`src/rtl/fire_dec_ctrl_pkg.sv`:
```
// Shared definitions for the Fire-code decode sequencer.
//   R     : syndrome register width, fixed by the generator polynomial
//   CW    : width of the shift counters and of the syndrome register's count port
//   state_t : sequencer states
package fire_dec_ctrl_pkg;

    localparam int R  = 9;
    localparam int CW = 11;

    typedef enum logic [2:0] {
        IDLE  = 3'd0,
        CLEAR = 3'd1,
        SHIFT = 3'd2,
        CHECK = 3'd3,
        TRAP  = 3'd4,
        DONE  = 3'd5
    } state_t;

endpackage

```
`src/rtl/fire_dec_ctrl_if.sv`:
```
// Bundle of the signals around the Fire-code decode sequencer.
//   Upstream side  : start, codeword_in -> ready, done and the result outputs
//   Syndrome side  : p_clr, p_shift, p_data -> p_count, p_syndrome
// The slave modport is the sequencer; the master modport is everything
// around it (receive buffer, correction stage and the syndrome register).
interface fire_dec_ctrl_if #(
    parameter int N = 64,
    parameter int B = 4
);
    import fire_dec_ctrl_pkg::*;

    logic          start;
    logic [N-1:0]  codeword_in;
    logic          ready;
    logic          done;
    logic          err_detected;
    logic          err_correctable;
    logic [B-1:0]  burst_pat;
    logic [CW-1:0] trap_shifts;
    logic          count_err;
    logic          p_clr;
    logic          p_shift;
    logic [N-1:0]  p_data;
    logic [CW-1:0] p_count;
    logic [R-1:0]  p_syndrome;

    modport slave (
        input  start, codeword_in, p_count, p_syndrome,
        output ready, done, err_detected, err_correctable, burst_pat,
               trap_shifts, count_err, p_clr, p_shift, p_data
    );

    modport master (
        output start, codeword_in, p_count, p_syndrome,
        input  ready, done, err_detected, err_correctable, burst_pat,
               trap_shifts, count_err, p_clr, p_shift, p_data
    );

endinterface

```
`src/rtl/fire_dec_ctrl.sv`:
```
// Fire-code decode sequencer.
// Latches a codeword, clears the external syndrome register, clocks N
// codeword bits through it, classifies the syndrome and, if non-zero,
// keeps shifting (the register zero-fills past N) until the burst lands in
// the low B syndrome bits or N trap shifts have been spent.
// Ports:
//   clk, rst : clock, asynchronous active-high reset
//   bus      : fire_dec_ctrl_if.slave (handshake, results, syndrome register link)
module fire_dec_ctrl
    import fire_dec_ctrl_pkg::*;
#(
    parameter int N = 64,
    parameter int B = 4
) (
    input  logic            clk,
    input  logic            rst,
    fire_dec_ctrl_if.slave  bus
);

    state_t        state_reg, state_next;
    logic [CW-1:0] cnt_reg;
    logic [CW-1:0] tcnt_reg;
    logic [N-1:0]  p_data_reg;
    logic          p_clr_reg;
    logic          err_det_reg;
    logic          err_corr_reg;
    logic          count_err_reg;
    logic [B-1:0]  burst_reg;
    logic [CW-1:0] trap_shifts_reg;

    logic trapped;
    logic trap_exhausted;
    logic shift_last;
    logic syn_zero;
    logic ready_c;
    logic done_c;
    logic p_shift_c;

    // A burst is trapped once everything above the low B bits is clear,
    // provided something is left in the low bits.
    assign syn_zero       = (bus.p_syndrome == '0);
    assign trapped        = (bus.p_syndrome[R-1:B] == '0) && !syn_zero;
    assign trap_exhausted = (tcnt_reg == CW'(N));
    assign shift_last     = (cnt_reg == CW'(N - 1));

    // State register
    always_ff @(posedge clk or posedge rst) begin
        if (rst) begin
            state_reg <= IDLE;
        end else begin
            state_reg <= state_next;
        end
    end

    // Next-state logic
    always_comb begin
        state_next = state_reg;
        case (state_reg)
            IDLE:  if (bus.start) state_next = CLEAR;
            CLEAR: state_next = SHIFT;
            SHIFT: if (shift_last) state_next = CHECK;
            CHECK: state_next = syn_zero ? DONE : TRAP;
            TRAP:  if (trapped || trap_exhausted) state_next = DONE;
            DONE:  state_next = IDLE;
            default: state_next = IDLE;
        endcase
    end

    // Output decode; the trap-phase shift enable follows p_syndrome directly
    // so the shift stops in the same cycle the burst is seen.
    always_comb begin
        ready_c   = (state_reg == IDLE);
        done_c    = (state_reg == DONE);
        p_shift_c = 1'b0;
        case (state_reg)
            SHIFT:   p_shift_c = 1'b1;
            TRAP:    p_shift_c = !trapped && !trap_exhausted;
            default: p_shift_c = 1'b0;
        endcase
    end

    // Datapath: codeword latch, counters, result registers, clear pulse
    always_ff @(posedge clk or posedge rst) begin
        if (rst) begin
            p_data_reg      <= '0;
            cnt_reg         <= '0;
            tcnt_reg        <= '0;
            p_clr_reg       <= 1'b0;
            err_det_reg     <= 1'b0;
            err_corr_reg    <= 1'b0;
            count_err_reg   <= 1'b0;
            burst_reg       <= '0;
            trap_shifts_reg <= '0;
        end else begin
            // Registered so the syndrome register sees a clean one-cycle
            // clear that coincides with the CLEAR state.
            p_clr_reg <= (state_next == CLEAR);
            case (state_reg)
                IDLE: begin
                    if (bus.start) begin
                        p_data_reg      <= bus.codeword_in;
                        err_det_reg     <= 1'b0;
                        err_corr_reg    <= 1'b0;
                        count_err_reg   <= 1'b0;
                        burst_reg       <= '0;
                        trap_shifts_reg <= '0;
                    end
                end
                CLEAR: begin
                    cnt_reg <= '0;
                end
                SHIFT: begin
                    cnt_reg <= cnt_reg + 1'b1;
                end
                CHECK: begin
                    // The syndrome register must have seen exactly N shifts.
                    count_err_reg <= (bus.p_count != CW'(N));
                    tcnt_reg      <= '0;
                    if (!syn_zero) begin
                        err_det_reg <= 1'b1;
                    end
                end
                TRAP: begin
                    if (trapped) begin
                        burst_reg       <= bus.p_syndrome[B-1:0];
                        err_corr_reg    <= 1'b1;
                        trap_shifts_reg <= tcnt_reg;
                    end else if (trap_exhausted) begin
                        err_corr_reg    <= 1'b0;
                        trap_shifts_reg <= CW'(N);
                    end else begin
                        tcnt_reg <= tcnt_reg + 1'b1;
                    end
                end
                default: ;
            endcase
        end
    end

    assign bus.ready           = ready_c;
    assign bus.done            = done_c;
    assign bus.p_shift         = p_shift_c;
    assign bus.p_clr           = p_clr_reg;
    assign bus.p_data          = p_data_reg;
    assign bus.err_detected    = err_det_reg;
    assign bus.err_correctable = err_corr_reg;
    assign bus.count_err       = count_err_reg;
    assign bus.burst_pat       = burst_reg;
    assign bus.trap_shifts     = trap_shifts_reg;

endmodule

```
`src/flat_wrapper.sv`:
```
// flat-port wrapper written by rule: the top's interface ports become plain ports
module fire_dec_ctrl_flat import fire_dec_ctrl_pkg::*;
#(
    parameter int N = 64,
    parameter int B = 4
)
  (clk, rst, bus_start, bus_codeword_in, bus_p_count, bus_p_syndrome, bus_ready, bus_done, bus_err_detected, bus_err_correctable, bus_burst_pat, bus_trap_shifts, bus_count_err, bus_p_clr, bus_p_shift, bus_p_data);
  fire_dec_ctrl_if #(.N(N), .B(B)) bus_i ();
  input  logic clk;
  input  logic rst;
  input wire logic [$bits(bus_i.start)-1:0] bus_start;
  input wire logic [$bits(bus_i.codeword_in)-1:0] bus_codeword_in;
  input wire logic [$bits(bus_i.p_count)-1:0] bus_p_count;
  input wire logic [$bits(bus_i.p_syndrome)-1:0] bus_p_syndrome;
  output wire logic [$bits(bus_i.ready)-1:0] bus_ready;
  output wire logic [$bits(bus_i.done)-1:0] bus_done;
  output wire logic [$bits(bus_i.err_detected)-1:0] bus_err_detected;
  output wire logic [$bits(bus_i.err_correctable)-1:0] bus_err_correctable;
  output wire logic [$bits(bus_i.burst_pat)-1:0] bus_burst_pat;
  output wire logic [$bits(bus_i.trap_shifts)-1:0] bus_trap_shifts;
  output wire logic [$bits(bus_i.count_err)-1:0] bus_count_err;
  output wire logic [$bits(bus_i.p_clr)-1:0] bus_p_clr;
  output wire logic [$bits(bus_i.p_shift)-1:0] bus_p_shift;
  output wire logic [$bits(bus_i.p_data)-1:0] bus_p_data;
  assign bus_i.start = bus_start;
  assign bus_i.codeword_in = bus_codeword_in;
  assign bus_i.p_count = bus_p_count;
  assign bus_i.p_syndrome = bus_p_syndrome;
  assign bus_ready = bus_i.ready;
  assign bus_done = bus_i.done;
  assign bus_err_detected = bus_i.err_detected;
  assign bus_err_correctable = bus_i.err_correctable;
  assign bus_burst_pat = bus_i.burst_pat;
  assign bus_trap_shifts = bus_i.trap_shifts;
  assign bus_count_err = bus_i.count_err;
  assign bus_p_clr = bus_i.p_clr;
  assign bus_p_shift = bus_i.p_shift;
  assign bus_p_data = bus_i.p_data;
  fire_dec_ctrl #(.N(N), .B(B)) u_core (.clk(clk), .rst(rst), .bus(bus_i));
endmodule
```
`config.mk`:
```
export PLATFORM = sky130hd
export DESIGN_NAME = fire_dec_ctrl_flat
export DESIGN_NICKNAME = d
export VERILOG_FILES = /design/src/rtl/fire_dec_ctrl_pkg.sv /design/src/rtl/fire_dec_ctrl_if.sv /design/src/rtl/fire_dec_ctrl.sv /design/src/flat_wrapper.sv
export SDC_FILE = /design/constraint.sdc
export NUM_CORES = 1
export LEC_CHECK = 0
export BUFFER_PORTS_ARGS = -buffer_cell sky130_fd_sc_hd__buf_2
export CORE_MARGIN = 5
export CORE_UTILIZATION = 40
export DETAILED_ROUTE_END_ITERATION = 8
export GPL_ROUTABILITY_DRIVEN = 1
export PLACE_DENSITY_LB_ADDON = 0.25
export SYNTH_ARGS = -nofsm -noshare
export SYNTH_HDL_FRONTEND = slang
export SYNTH_SLANG_ARGS = --single-unit
```
`constraint.sdc`:
```
create_clock -name clk -period 8.05 [get_ports clk]
set_input_delay 1.61 -clock clk [delete_from_list [all_inputs] [get_ports clk]]
set_output_delay 1.61 -clock clk [all_outputs]
set_load 0.02 [all_outputs]
```
==> results of run 1 <==
-- cell usage in the layout, fill, tap and decap left out, types with 2 or more instances in the layout --
master,count
nand2b_1,3
a31o_2,2
a32o_1,11
clkbuf_16,9
dfrtp_1,108
bufinv_16,2
o21ai_0,17
ha_1,3
xor2_1,3
buf_2,172
clkbuf_1,2
nor2_1,8
and3_1,2
or3_1,3
a21oi_1,5
nand2_1,223
mux2i_1,7
buf_4,3
or4_1,4
a22o_1,2
nor3b_2,2
and4_1,3
nand3_1,11
o31ai_1,4
nor2b_1,2
inv_1,5
nand4_1,9
nor4_1,8
clkinvlp_4,2
nor3_1,5
-- synth_stat cells, types with 5 or more instances --
library cell,count
dfrtp_1,108
nand2_1,224
nand3_1,11
a32o_1,11
nor3_1,5
nor4_1,9
o21ai_0,18
nand4_1,9
mux2i_1,7
a21oi_1,5
inv_1,7
nor2_1,8
clkbuf_1,21
-- metrics by stage --
stage	setup WS (ps)	power (mW)	instances	hold slack (ps)	area (um2)
finish	3200	2.270	801	468.8	5848
floorplan	3546	1.517	497	451.9	4593
CTS	3188	2.301	801	473.3	5848
global route	3070	2.445	801	497.5	5848
detailed placement	3184	1.833	786	456.9	5540
global placement	3198	1.802	786	451.6	5540
-- power by group --
group	switching, mW	internal, mW	leakage [nW]
clock network	0.189	0.271	0.142
logic	0.612	0.295	1.66
registers	0.154	0.749	1.39
-- layout make-up --
class,count,area share
Clock inverter,4,0.01284
Sequential cell,108,0.4621
Clock buffer,11,0.03979
Timing Repair Buffer,175,0.1510
Multi-Input combinational cell,353,0.2987
Tap cell,143,0.03059
Inverter,7,0.004921
-- metal layers --
| layer | global-route usage | routed length, um |
|---|---|---|
| met1 | 0.2358 | 4936 |
| met2 | 0.2655 | 5513 |
| met3 | 0.05553 | 1073 |
| met4 | 0.07263 | 229 |
| met5 | 0 | 0 |
-- tightest hold or removal path, cell delays in order, from the launching register on --
cell and delay [ps]:
dfrtp_1 340, nand2_1 50, nand2_1 50
-- cell families (layout without fill, tap and decap cells) --
group | count (synthesis) | in the layout | synth area share
mux | 7 | 7 | 0.01526
flops | 108 | 108 | 0.5884
fa+ha+maj | 3 | 3 | 0.008173
simple gates | 291 | 291 | 0.2738
compound gates | 48 | 48 | 0.07356
buf+inv | 36 | 197 | 0.03323
xor+xnor | 4 | 4 | 0.007629
-- worst paths after layout --
| check | slack, ps | startpoint | endpoint | depth (start not counted) |
|---|---|---|---|---|
| max | 3200 | bus_p_syndrome[1] | bus_p_shift | 6 |
| min | 470 | u_core.bus.p_data[42] | u_core.bus.p_data[42] | 2 |
| max reg2reg | 5520 | u_core.state_reg[0] | u_core.bus.p_data[38] | 6 |
| min reg2reg | 470 | u_core.bus.p_data[42] | u_core.bus.p_data[42] | 2 |
| max in group asynchronous | 5510 | rst | u_core.bus.p_data[5] | 3 |
| min in group asynchronous | 1320 | rst | u_core.bus.p_data[38] | 2 |
==> summary.txt, run 1 <==
Synthesis
  • Area leader, netlist: dfrtp_1
  • Mapped Nets: 587
  • Yosys reg bits: 108
  • Ys Warns: 0
  • Fraction of registers with async set/reset: 1.000
  • Post-synth top flop: dfrtp_1
  • Synth top area cells: dfrtp_1, nand2_1, a32o_1
  • Synth unique cells: 42
  • EDFF count, synth: 0
  • Mapped Area: 4593 um2
  • Mean Syn Cell Area: 9.242 um2
  • Register area share after synthesis: 0.5884
  • Area share of the largest cell type after synthesis: 0.5884
  • Syn Inst Count: 497

Clock tree
  • Post-CTS Hold Fix Bufs: 0
  • TritonCTS Buffers: 9
  • Clk_lat worst skew: 340 ps
  • Clock tree from TritonCTS: built
  • Clock buffer depth: 2
  • Clock Sinks: 108
  • Worst-path clk slew: 60 ps
  • Root buffer cell: clkbuf_16
  • Postcts setup bufs: 0
  • Number of H-tree levels: 3
  • Post_cts resized: 0

Floorplanning
  • I/O pin count: 173
  • Die Footprint: 13730 um2
  • Initial core utilization: 0.4057
  • Num rows: 39
  • DIE WIDTH: 117.2 um
  • Die Y: 117.2 um
  • Core Area: 11320 um2

Worst hold path
  • Hold Path Class: flip-flop to flip-flop

Timing
  • Achievable Freq: 206.2 MHz
  • Slew Limit Fails: 0
  • Period minus WS final: 4850 ps
  • Slew margin rel.: 0.2867
  • Count of final hold-check violations: 0
  • RSZ-0062 raised after global routing: no
  • Least-Margin Pin Slew: 1062 ps
  • Clock skew: 6.710 ps
  • Total negative slack: 0 ps
  • Final number of setup-violating endpoints: 0
  • Period utilization: 0.6025

Worst setup path
  • CP peak stage delay: 790 ps
  • CP max stage cell: nor4_1
  • Kind of critical path: primary input to output port
  • CP Data Arrival Time: 3240 ps
  • Worst path bufs/invs: 2
  • CP delay by family, top: simple AND/OR/NAND/NOR gates
  • Critical Path Start Type: primary input
  • CP cell instances: buf_2 -> nor4_1 -> or3_1 -> nand3_1 -> nand2_1 -> buf_2
  • Worst Path Max Fanout: 4
  • Setup crit end kind: output port
  • Worst path required time: 6440 ps
  • Most used cell, CP: buf_2

Drt
  • DRT Pass-1 Iters: 4
  • Routed Antenna Nets: 0
  • DRC viols: 0
  • Vias per cell: 4.993
  • WL final: 11750 um
  • Via count: 3999
  • DRT iter0 DRCs: 212
  • Wire length per cell: 14.67 um

Run status
  • Status: completed

Global routing
  • Vias in the first global route: 3987
  • First-pass GRT wire length: 19270 um
  • Initial antenna violation count: 0
  • Total track usage: 0.1760
  • Total gr overflow: 0
  • Largest net degree at the start of global routing: 85

Layout
  • Final nets: 744
  • Sequential cell area: 2703 um2
  • ANT cells: 0
  • Util after Layout: 0.5166
  • Max reg flops: 64
  • Layout cells sized above 1: 0.3009
  • Layout area overhead: 27.32%
  • Multi-input logic area: 1747 um2
  • Filler cell count: 1087

Power
  • Leak: 3.198 nW
  • VDD IR max: 0.2923 mV
  • PD cells: 388.2 nW/um2

Placed design
  • Gpl congestion: 0.9117
  • Input/output buffers: 172
  • HPWL Detailed: 8362 um

Flow run
  • Max cap viols: 0
Power figures use the tool's default switching activity.
==> run 2: changes to the inputs <==
- ABC_AREA: not set -> 1
- clock period: 8.05 -> 4.73 ns (I/O delays scaled with it)
==> run 2 against run 1 <==
  * Critical path depth up 1
  * Via count up 11%
  * Utilization down 0.20 points
  * Sequential share of layout area down 3.0 points
  * Routed wire length up 9.8%
  * Cell area up 7.0%
  * Clock skew about the same
  * Power down 18%
  * Count of clock-buffer cells in the layout down 1
  * Final cell count up 17%
  * Die area up 8.4%
  * Global-route usage down 0.10 points
==> summary.txt, run 2 <==
Layout
  • Most common cell after layout, fill and taps aside: nand2_1
  • ANT cells: 0
  • Leading cell types in the layout, fill and taps excluded: nand2_1, buf_2, dfrtp_1, nand3_1, inv_1
  • Filler cell count: 1207
  • Final nets: 855
  • Util after Layout: 0.5146
  • Multi-input logic area: 1973 um2
  • Final std cells w/o fill: 938
  • Sequential cell area: 2703 um2
  • Max reg flops: 64
  • Layout area overhead: 24.83%
  • Layout cells sized above 1: 0.2909

Power
  • PD cells: 299.1 nW/um2
  • VDD IR max: 0.1387 mV
  • Leak: 3.723 nW

Worst setup path
  • Critical R2R Launch: u_core.state_reg[0]
  • Kind of critical path: primary input to output port
  • CP startpoint: bus_p_syndrome[1]
  • Worst path required time: 3780 ps
  • CP Data Arrival Time: 2150 ps
  • Worst Path Max Fanout: 13
  • Setup crit end kind: output port
  • CP peak stage delay: 270 ps
  • CP cell instances: buf_2 -> nor2_1 -> nand2_1 -> nand3_1 -> nand3_2 -> nand2_1 -> buf_2
  • CP delay by family, top: simple AND/OR/NAND/NOR gates
  • Worst path bufs/invs: 2
  • CP max stage cell: nand3_2
  • Critical Path Start Type: primary input

Synthesis
  • Synth top area cells: dfrtp_1, nand2_1, nand3_1
  • Post-synth top flop: dfrtp_1
  • Register area share after synthesis: 0.5391
  • Syn Inst Count: 604
  • Yosys reg bits: 108
  • Ys Warns: 0
  • Count leader, synth: nand2_1
  • Fraction of registers with async set/reset: 1.000
  • Area leader, netlist: dfrtp_1
  • Mapped Nets: 694
  • Synth unique cells: 31
  • Mean Syn Cell Area: 8.301 um2
  • Area share of the largest cell type after synthesis: 0.5391
  • EDFF count, synth: 0
  • Mapped Area: 5014 um2
  • Commonest cells post-synth: nand2_1, dfrtp_1, nand3_1

Clock tree
  • Clk_lat worst skew: 350 ps
  • Postcts setup bufs: 0
  • Clock buffer depth: 2
  • Root buffer cell: clkbuf_16
  • Number of H-tree levels: 3
  • Clock tree from TritonCTS: built
  • Post_cts resized: 0
  • Post-CTS Hold Fix Bufs: 0
  • Clock Sinks: 108
  • Worst-path clk slew: 70 ps
  • TritonCTS Buffers: 9

Drt
  • Wire length per cell: 13.76 um
  • Via count: 4456
  • WL final: 12910 um
  • DRT iter0 DRCs: 435
  • DRC viols: 0
  • Vias per cell: 4.751
  • Routed Antenna Nets: 0
  • DRT Pass-1 Iters: 5

Floorplanning
  • Num rows: 40
  • Initial core utilization: 0.4122
  • Die Y: 122.0 um
  • DIE WIDTH: 122.0 um
  • Die Footprint: 14870 um2
  • I/O pin count: 173
  • Core Area: 12160 um2

Global routing
  • Initial antenna violation count: 0
  • First-pass GRT wire length: 20780 um
  • Total gr overflow: 0
  • Vias in the first global route: 4256
  • Largest net degree at the start of global routing: 87
  • Total track usage: 0.1750

Timing
  • Least-Margin Pin Slew: 1086 ps
  • Period utilization: 0.6554
  • Total negative slack: 0 ps
  • Clock skew: 7.032 ps
  • Final worst slack: 1630 ps
  • Post-Route Hold Slack: 474.9 ps
  • Count of final hold-check violations: 0
  • Slew Limit Fails: 0
  • Period minus WS final: 3100 ps
  • Slew margin rel.: 0.2750
  • Achievable Freq: 322.6 MHz
  • RSZ-0062 raised after global routing: no
  • Final number of setup-violating endpoints: 0

Worst hold path
  • Hold Crit Start: u_core.bus.p_data[48]
  • Hold Path Class: flip-flop to flip-flop

Placed design
  • Input/output buffers: 172
  • Gpl congestion: 0.8456
  • Placed cell count: 922
  • DP Worst Slack: 1658 ps
  • HPWL Detailed: 9346 um

Run status
  • Status: completed

Flow run
  • Max cap viols: 0
[run 2: final timing paths]
check	to	slack (ps)	cells past startpoint
worst max-delay path	bus_p_shift	1630	7
worst min-delay path	u_core.bus.p_data[48]	470	2
max in group asynchronous	u_core.bus.p_data[56]	3410	3
worst min register to register	u_core.bus.p_data[48]	470	2
min in group asynchronous	u_core.bus.p_data[63]	760	3
worst max register to register	u_core.bus.p_data[20]	2060	7
[run 2: final cells by class]
| cell class | instances | share of cell area |
|---|---|---|
| Clock buffer | 10 | 0.03818 |
| Clock inverter | 6 | 0.01879 |
| Inverter | 36 | 0.02239 |
| Multi-Input combinational cell | 436 | 0.3153 |
| Sequential cell | 108 | 0.4318 |
| Tap cell | 168 | 0.03359 |
| Timing Repair Buffer | 174 | 0.1399 |
[run 2: worst register-to-register path, delay by kind of cell, from the launching register on]
family,cells,cell delay (ps)
buf+inv,2,1210
flops,1,410
simple gates,5,990
[run 2: metal layers]
metal | wire length (um) | up-vias | track usage | share of wire
met4 | 156 | 0 | 0.05672 | 0.012
met1 | 5806 | 2059 | 0.2362 | 0.45
met2 | 5708 | 177 | 0.2783 | 0.44
li1 | - | 2209 | - | -
met5 | 0 | - | 0 | 0
met3 | 1234 | 11 | 0.04225 | 0.096
[run 2: per-stage QoR]
stage / total power, mW / cell area, um2
floorplan: 0.9587 / 5014
global placement: 1.003 / 5902
detailed placement: 1.003 / 5902
CTS: 1.894 / 6259
global route: 1.938 / 6259
finish: 1.872 / 6259
[run 2: kinds of logic (layout without fill, tap and decap cells)]
kind of cell             count (synthesis)  after routing  synth area share
XOR/XNOR                                 4              4          0.006989
AO/OA/AOI/OAI                           11             11           0.01223
flip-flops                             108            108            0.5391
buffers and inverters                   60            226           0.06738
AND/OR/NAND/NOR                        418            418            0.3669
adder cells (fa/ha/maj)                  3              3          0.007488
[run 2: where the power goes]
part / switching (mW) / internal [mW]
Clock: 0.351 / 0.538
Sequential: 0 / 0.923
Combinational: 0.0332 / 0.0277
Total: 0.384 / 1.49
==> run 3: changes to the inputs <==
- clock period: 4.73 -> 3 ns (I/O delays scaled with it)
==> run 3 against run 2 <==
  * Count of clock-buffer cells in the layout shrank 1
  * Combinational power grew 62%
  * Worst hold slack lost 240 ps
  * Largest power group unchanged
  * Global-route usage grew 0.091 points
  * Sequential power grew 57%
  * Routed wire length shrank 0.56%
  * First-iteration DRC count shrank 31%
  * Setup slack lost 1200 ps
  * Clock power grew 34%
==> summary.txt, run 3 (synthesis results as in run 2) <==
Run status
  • Status: completed

Layout
  • Filler cell count: 1153
  • Max reg flops: 64
  • Sequential cell area: 2703 um2
  • Layout area overhead: 25.01%
  • Final nets: 860
  • Layout cells sized above 1: 0.2955
  • Final std cells w/o fill: 943
  • Multi-input logic area: 1973 um2
  • Most common cell after layout, fill and taps aside: nand2_1
  • ANT cells: 0
  • Leading cell types in the layout, fill and taps excluded: nand2_1, buf_2, dfrtp_1, nand3_1, inv_1

Drt
  • DRT Pass-1 Iters: 4
  • WL final: 12830 um
  • Routed Antenna Nets: 0
  • DRC viols: 0
  • Wire length per cell: 13.61 um
  • Vias per cell: 4.702
  • DRT iter0 DRCs: 302
  • Via count: 4434

Floorplanning
  • Num rows: 40
  • I/O pin count: 173
  • DIE WIDTH: 122.0 um
  • Die Y: 122.0 um
  • Core Area: 12160 um2
  • Die Footprint: 14870 um2
  • Initial core utilization: 0.4122

Worst setup path
  • CP delay by family, top: simple AND/OR/NAND/NOR gates
  • CP startpoint: u_core.state_reg[0]
  • Setup crit end kind: output port
  • CP cell instances: inv_2 -> nand2_2 -> nor2_4 -> nand3_2 -> nand2_1 -> buf_2
  • Worst Path Max Fanout: 13
  • Kind of critical path: flip-flop to output port
  • CP max stage cell: dfrtp_1
  • CP peak stage delay: 400 ps
  • Critical R2R Launch: u_core.tcnt_reg[0]
  • Critical Path Start Type: flip-flop
  • Worst path required time: 2400 ps
  • Worst path bufs/invs: 2
  • CP Data Arrival Time: 1960 ps

Timing
  • RSZ-0062 raised after global routing: no
  • Slew margin rel.: 0.6734
  • Period utilization: 0.8530
  • Slew Limit Fails: 0
  • Count of final hold-check violations: 0
  • Achievable Freq: 390.8 MHz
  • Final number of setup-violating endpoints: 0
  • Least-Margin Pin Slew: 490.0 ps
  • Total negative slack: 0 ps
  • Clock skew: 9.401 ps
  • Period minus WS final: 2559 ps

Clock tree
  • Root buffer cell: clkbuf_16
  • Post-CTS Hold Fix Bufs: 0
  • Postcts setup bufs: 0
  • Number of H-tree levels: 3
  • Worst-path clk slew: 70 ps
  • Post_cts resized: 0
  • Clock buffer depth: 2
  • Clk_lat worst skew: 350 ps
  • TritonCTS Buffers: 9
  • Clock tree from TritonCTS: built
  • Clock Sinks: 108

Worst hold path
  • Hold Path Class: primary input to async pin

Placed design
  • Input/output buffers: 172
  • Gpl congestion: 0.8402
  • Placed cell count: 927
  • HPWL Detailed: 9641 um

Global routing
  • Met3 usage: 0.03714
  • GR Util met1: 0.2379
  • Met2 Use GR: 0.2766
  • Vias in the first global route: 4337
  • Initial antenna violation count: 0
  • Total gr overflow: 0
  • Total track usage: 0.1759
  • First-pass GRT wire length: 20820 um
  • Top Usage Layer GRT: met2
  • Largest net degree at the start of global routing: 56

Power
  • VDD IR max: 0.2357 mV
  • Overall power: 2.745 mW
  • Leak: 3.720 nW
  • PD cells: 438.0 nW/um2

Flow run
  • Max cap viols: 0
[run 3: cell types whose count changed in the layout (fill, tap and decap cells not counted), sizes merged]
cell / before / now
buf: 174 / 179
bufinv: 3 / 1
clkbuf: 10 / 9
clkinvlp: 1 / 3
inv: 36 / 34
clkinv: 2 / 5
[run 3: metal layers]
metal  wire length [um]  share of wire
met5                  0              0
met4                270          0.021
met3               1055          0.082
met2               5730           0.45
met1               5776           0.45
[run 3: final cells by class]
type | instances | share of cell area
flip-flops and latches | 108 | 0.4312
clock inverters | 7 | 0.01218
repair buffers | 179 | 0.1497
clock buffers | 9 | 0.03594
well taps | 168 | 0.03354
inverters | 36 | 0.02256
multi-input cells | 436 | 0.3148
[run 3: path summary, 6_finish.rpt]
| path | slack (ps) | cells past startpoint | end |
|---|---|---|---|
| worst max-delay path | 440 | 6 | bus_p_shift |
| worst min-delay path | 230 | 2 | u_core.cnt_reg[7] |
| worst max register to register | 1230 | 8 | u_core.tcnt_reg[3] |
| worst min register to register | 480 | 2 | u_core.bus.p_data[33] |
| max in group asynchronous | 2160 | 3 | u_core.bus.trap_shifts[7] |
| min in group clk | 440 | 3 | u_core.bus.p_data[23] |
[run 3: per-stage QoR]
step / setup slack, ps / cell area [um2] / utilization / hold slack (ps)
after floorplan: 999.0 / 5017 / - / 489.2
after detailed placement: 597.7 / 5966 / 0.4905 / 460.6
after global routing: 273.2 / 6267 / 0.5153 / 249.7
final: 441.1 / 6267 / 0.5153 / 232.7
after CTS: 409.6 / 6267 / 0.5153 / 234.0
after global placement: 634.6 / 5966 / 0.4905 / 456.3
[run 3: power by group]
part           leakage (nW)  switching (mW)  internal [mW]
Clock                 0.142           0.540          0.652
Sequential             1.49               0           1.45
Combinational          2.09          0.0523         0.0464
Total                  3.72           0.592           2.15
